--- config.mk ---
export PLATFORM = sky130hd
export DESIGN_NAME = bram_sweep_tester
export DESIGN_NICKNAME = d
export VERILOG_FILES = /design/src/rtl/bram_sweep_tester.sv
export SDC_FILE = /design/constraint.sdc
export NUM_CORES = 1
export LEC_CHECK = 0
export BUFFER_PORTS_ARGS = -buffer_cell sky130_fd_sc_hd__clkbuf_2
export CAP_MARGIN = 40
export CORE_MARGIN = 3
export CORE_UTILIZATION = 54
export DETAILED_ROUTE_END_ITERATION = 8
export HOLD_SLACK_MARGIN = 0.05
export PLACE_DENSITY = 0.87
export RECOVER_POWER = 50
export SLEW_MARGIN = 25
export SYNTH_ARGS = -nofsm -noshare
export SYNTH_HDL_FRONTEND = slang
export SYNTH_SLANG_ARGS = --single-unit
--- constraint.sdc ---
create_clock -name clk -period 2.7 [get_ports clk]
set_clock_uncertainty 0.15 [all_clocks]
set_input_delay 0.135 -clock clk [delete_from_list [all_inputs] [get_ports clk]]
set_output_delay 0.135 -clock clk [all_outputs]
set_load 0.03 [all_outputs]
--- src/rtl/bram_sweep_tester.sv ---
// Write/read-back sweep sequencer for a 1-cycle-latency RAM that has no write enable.
// It fills the RAM with a selectable pattern, reads every word back and tallies mismatches.
module bram_sweep_tester #(
    parameter int WID_MEM   = 1,
    parameter int DEPTH_MEM = 128,
    parameter int ADDR_W    = 7
) (
    input  logic               clk,
    input  logic               reset,
    input  logic               start,
    input  logic [1:0]         mode,
    output logic               busy,
    output logic               done,
    output logic               pass,
    output logic [ADDR_W:0]    err_count,
    output logic [ADDR_W-1:0]  first_err_addr,
    output logic [ADDR_W-1:0]  raddr,
    output logic [ADDR_W-1:0]  waddr,
    output logic [WID_MEM-1:0] din,
    input  logic [WID_MEM-1:0] dout
);

    typedef enum logic [2:0] {
        S_IDLE,
        S_WRITE,
        S_READ,
        S_DRAIN,
        S_DONE
    } state_t;

    localparam logic [ADDR_W-1:0] ADDR_LAST = ADDR_W'(DEPTH_MEM - 1);
    localparam logic [ADDR_W:0]   ERR_MAX   = (ADDR_W+1)'(DEPTH_MEM);

    state_t              state_q, state_d;
    logic [ADDR_W-1:0]   addr_q, addr_d;
    logic [1:0]          mode_q, mode_d;
    logic [ADDR_W:0]     err_q, err_d;
    logic [ADDR_W-1:0]   first_q, first_d;

    logic                addr_last;
    logic                cmp_en;
    logic [ADDR_W-1:0]   cmp_addr;
    logic                mismatch;

    function automatic logic [WID_MEM-1:0] pat(input logic [1:0] m, input logic [ADDR_W-1:0] a);
        logic [WID_MEM+ADDR_W-1:0] inv_ext;
        logic [WID_MEM-1:0]        r;
        inv_ext = {{WID_MEM{1'b0}}, ~a};
        r = '0;
        for (int j = 0; j < WID_MEM; j++) begin
            case (m)
                2'd0:    r[j] = 1'b0;
                2'd1:    r[j] = 1'b1;
                2'd2:    r[j] = a[0] ^ j[0];
                default: r[j] = inv_ext[j];
            endcase
        end
        return r;
    endfunction

    // State register: every flop of the block lives here.
    always_ff @(posedge clk or posedge reset) begin
        if (reset) begin
            state_q <= S_IDLE;
            addr_q  <= '0;
            mode_q  <= '0;
            err_q   <= '0;
            first_q <= '0;
        end else begin
            state_q <= state_d;
            addr_q  <= addr_d;
            mode_q  <= mode_d;
            err_q   <= err_d;
            first_q <= first_d;
        end
    end

    assign addr_last = (addr_q == ADDR_LAST);

    // Next-state logic.
    always_comb begin
        state_d = state_q;
        case (state_q)
            S_IDLE, S_DONE: if (start) state_d = S_WRITE;
            S_WRITE:        if (addr_last) state_d = S_READ;
            S_READ:         if (addr_last) state_d = S_DRAIN;
            S_DRAIN:        state_d = S_DONE;
            default:        state_d = S_IDLE;
        endcase
    end

    // dout lags raddr by one cycle, so READ checks the previous address and DRAIN
    // checks the final one (addr_q holds there).
    always_comb begin
        cmp_en   = 1'b0;
        cmp_addr = addr_q;
        if (state_q == S_READ && addr_q != '0) begin
            cmp_en   = 1'b1;
            cmp_addr = addr_q - ADDR_W'(1);
        end else if (state_q == S_DRAIN) begin
            cmp_en   = 1'b1;
        end
        mismatch = cmp_en && (dout != pat(mode_q, cmp_addr));
    end

    // Datapath: address counter, latched mode, error statistics.
    always_comb begin
        addr_d  = addr_q;
        mode_d  = mode_q;
        err_d   = err_q;
        first_d = first_q;
        case (state_q)
            S_IDLE, S_DONE: begin
                if (start) begin
                    addr_d  = '0;
                    mode_d  = mode;
                    err_d   = '0;
                    first_d = '0;
                end
            end
            S_WRITE: addr_d = addr_last ? '0 : addr_q + ADDR_W'(1);
            S_READ:  if (!addr_last) addr_d = addr_q + ADDR_W'(1);
            default: ;
        endcase
        if (mismatch) begin
            if (err_q == '0) first_d = cmp_addr;
            if (err_q != ERR_MAX) err_d = err_q + (ADDR_W+1)'(1);
        end
    end

    // Outputs. The RAM writes on every clock, so waddr/din always point at a word
    // together with that word's own pattern.
    always_comb begin
        busy           = (state_q == S_WRITE) || (state_q == S_READ) || (state_q == S_DRAIN);
        done           = (state_q == S_DONE);
        pass           = done && (err_q == '0);
        err_count      = err_q;
        first_err_addr = first_q;
        raddr          = addr_q;
        waddr          = addr_q;
        din            = pat(mode_q, addr_q);
    end

endmodule

==> flow_summary.yaml <==
power_and_ir_drop:
  power.internal_w: 0.0007468
  p_total_w: 0.001395
  swShare_pct: 46.46
  comb_power_share_pct: 45.1
  power_density_mw_per_mm2: 690.3
  peakVddDrop_uv: 494.4
  pwr-share-seq_pct: 42.0
  clkPwrFrac_pct: 12.8
  p_leak_nw: 0.9873
  p_sw_w: 0.0006480
cells_and_area:
  stdcell_area_mm2: 0.002021
  syn2layout_area_growth_pct: 12.08
  fin_nets: 247
  multi_input_area_um2: 968.4
  seqCellArea_um2: 675.6
  final_common_cell: "nand2_1"
  layout_common_cells: "31 x nand2_1, 27 x dfrtp_1, 22 x clkbuf_2"
  antenna_cells: 0
  layout-drive-gt1-share_pct: 16.60
  fillers: 267
  utilization_pct: 64.60
route:
  vias: 1499
  ant_nets: 0
  viasPerCell: 5.373
  wl_met1_um: 1724
  wl_um: 3537
  drt_drc_violations_left: 0
  met3_length_um: 145
  drt-pass1-iter-count: 4
  drtIter0Drc: 68
  wl_met2_um: 1631
  route.top_layer_used: "met4"
  wl_per_cell_um: 12.68
cts:
  cts-root-buf: "clkbuf_4"
  cts_max_level: 1
  cts_buffers: 3
  cts.path.max_buffers: 2
  post_cts_resized: 0
  clk_latency_ns: 0.34
  cts.sinks: 27
  postCtsSetupBuffers: 0
  clk_pin_slew_ns: 0.14
  tritoncts: "built"
grt:
  grt_max_degree: 28
  grt_pass1_vias: 1261
  grt_usage_pct: 17.78
  antenna_found_initial: 0
  overflow: 0
  grt_pass1_wl_um: 5768
status:
  status: "completed"
yosys:
  synth_cell_types: 47
  yosys_register_bits: 27
  ys.flop_type: "dfrtp_1"
  syn_inst: 202
  yosys.area.top_type: "dfrtp_1"
  yosysTopAreaCellShare_pct: 37.47
  yosys-top-cells-area: "dfrtp_1 37%, nand2_1 6.5%, mux2i_1 6.1%"
  syn_nets: 213
  synth.cell_area_mm2: 0.001803
  ys_seq_area_share_pct: 37.47
  ys_warn_count: 0
  synthArstFlopShare_pct: 100.0
  avgSynthCellArea_um2: 8.926
  synth_edf_count: 0
worst_hold_path:
  worstHoldPathCells: 2
  hold_class: "reg2reg"
sta:
  tightest_slew_ns: 1.406
  hold_viol: 0
  fin_crit_sh_pct: 88.73
  holdWs_ns: 0.3817
  finalSetupViolCount: 0
  slew_viol_final: 0
  timing.fmax_mhz: 417.4
  rsz0062_at_grt: "false"
  tns_ns: 0
  relSlewSlack_pct: 6.286
  min_period_ns: 2.396
floorplan:
  coreArea_mm2: 0.003128
  die_w_um: 63.78
  start_util_pct: 57.64
  num_rows: 20
  io_pins: 39
  dieHeight_um: 63.78
  die-area_mm2: 0.004068
place:
  port-buffer-count: 38
  postPlaceCellArea_mm2: 0.001957
  dp_hpwl_um: 2593
  gp_congestion: 0.8429
setup_path:
  cp-start-kind: "flip-flop"
  worstPathArrival_ns: 2.47
  path_class: "reg2reg"
  endpoint_kind: "flip-flop"
  crit_required_ns: 2.78
  ff2ff_path_depth: 6
  crit_path_max_fanout: 15
flow_run:
  maxCapViolCount: 0
-- power groups by stage --
| stage | registers [W] | clock network, W | logic, W |
|---|---|---|---|
| after global routing | 0.000602 | 0.000201 | 0.000676 |
| after detailed placement | 0.000595 | 0 | 0.000629 |
| after CTS | 0.000586 | 0.000184 | 0.000639 |
| after global placement | 0.000589 | 0 | 0.000622 |
| after floorplan | 0.000607 | 0 | 0.000514 |
| final | 0.000586 | 0.000179 | 0.000630 |
-- path summary, 6_finish.rpt --
kind	start	end	slack [ns]
max	raddr[0]	first_err_addr[1]	0.30
min	first_err_addr[5]	first_err_addr[5]	0.38
max reg2reg	raddr[0]	first_err_addr[1]	0.30
min reg2reg	first_err_addr[5]	first_err_addr[5]	0.38
max in group asynchronous	reset	raddr[1]	0.96
min in group asynchronous	reset	err_count[3]	0.63
-- cell usage after synthesis (all sizes together), types with 4 or more instances --
library cell	number
dfrtp	27
xnor2	4
mux2i	11
buf	16
nand2b	4
a211o	4
nand2	31
o21ai	5
nand3	10
inv	10
ha	5
or2	4
xor2	4
nor3	9
a21oi	5
nor2	13
-- area by class of cell --
class	instances	area share (%)
Inverter	10	1.858
Tap cell	44	2.724
Clock inverter	1	0.2477
Multi-Input combinational cell	146	47.93
Clock buffer	3	1.115
Timing Repair Buffer	48	12.69
Sequential cell	27	33.44
-- metal layers --
metal,up-vias,global-route usage (%)
li1,757,-
met4,0,6.469
met5,-,0
met3,2,1.757
met1,706,25.17
met2,34,28.13
-- per-stage QoR --
step,setup WS (ns),cells
after floorplan,0.3175,202
after global placement,0.3838,269
after detailed placement,0.3076,269
after CTS,0.2977,279
after global routing,0.1452,279
final,0.3042,279
-- worst max-delay path, cell delays in order (launching register included) --
cell and delay [ns]:
dfrtp_1 0.49, inv_1 0.12, ha_1 0.23, a32oi_1 0.28
nand4b_4 0.24, or3_1 0.59, mux2i_1 0.18
-- repair_timing --
action,4_1_cts,5_1_grt
hold buffers,6,0
hold endpoints to repair,30,0
endpoints found under the setup margin,0,0
-- logic make-up (layout without fill, tap and decap cells) --
logic type	Yosys count	count (layout)	synth area share, %
AO/OA/AOI/OAI	29	29	11.31
XOR/XNOR	8	8	4.303
adder cells (fa/ha/maj)	5	5	3.470
buffers and inverters	29	62	8.813
flip-flops	27	27	37.47
multiplexers	14	14	8.189
AND/OR/NAND/NOR	90	90	26.44
-- sequential cells by signal (all words and copies together), names as in the netlist --
signal / count
err_count: 8
first_err_addr: 7
raddr: 7
state_q: 3
mode_q: 2
No activity file was read; power rests on OpenSTA's default activity.
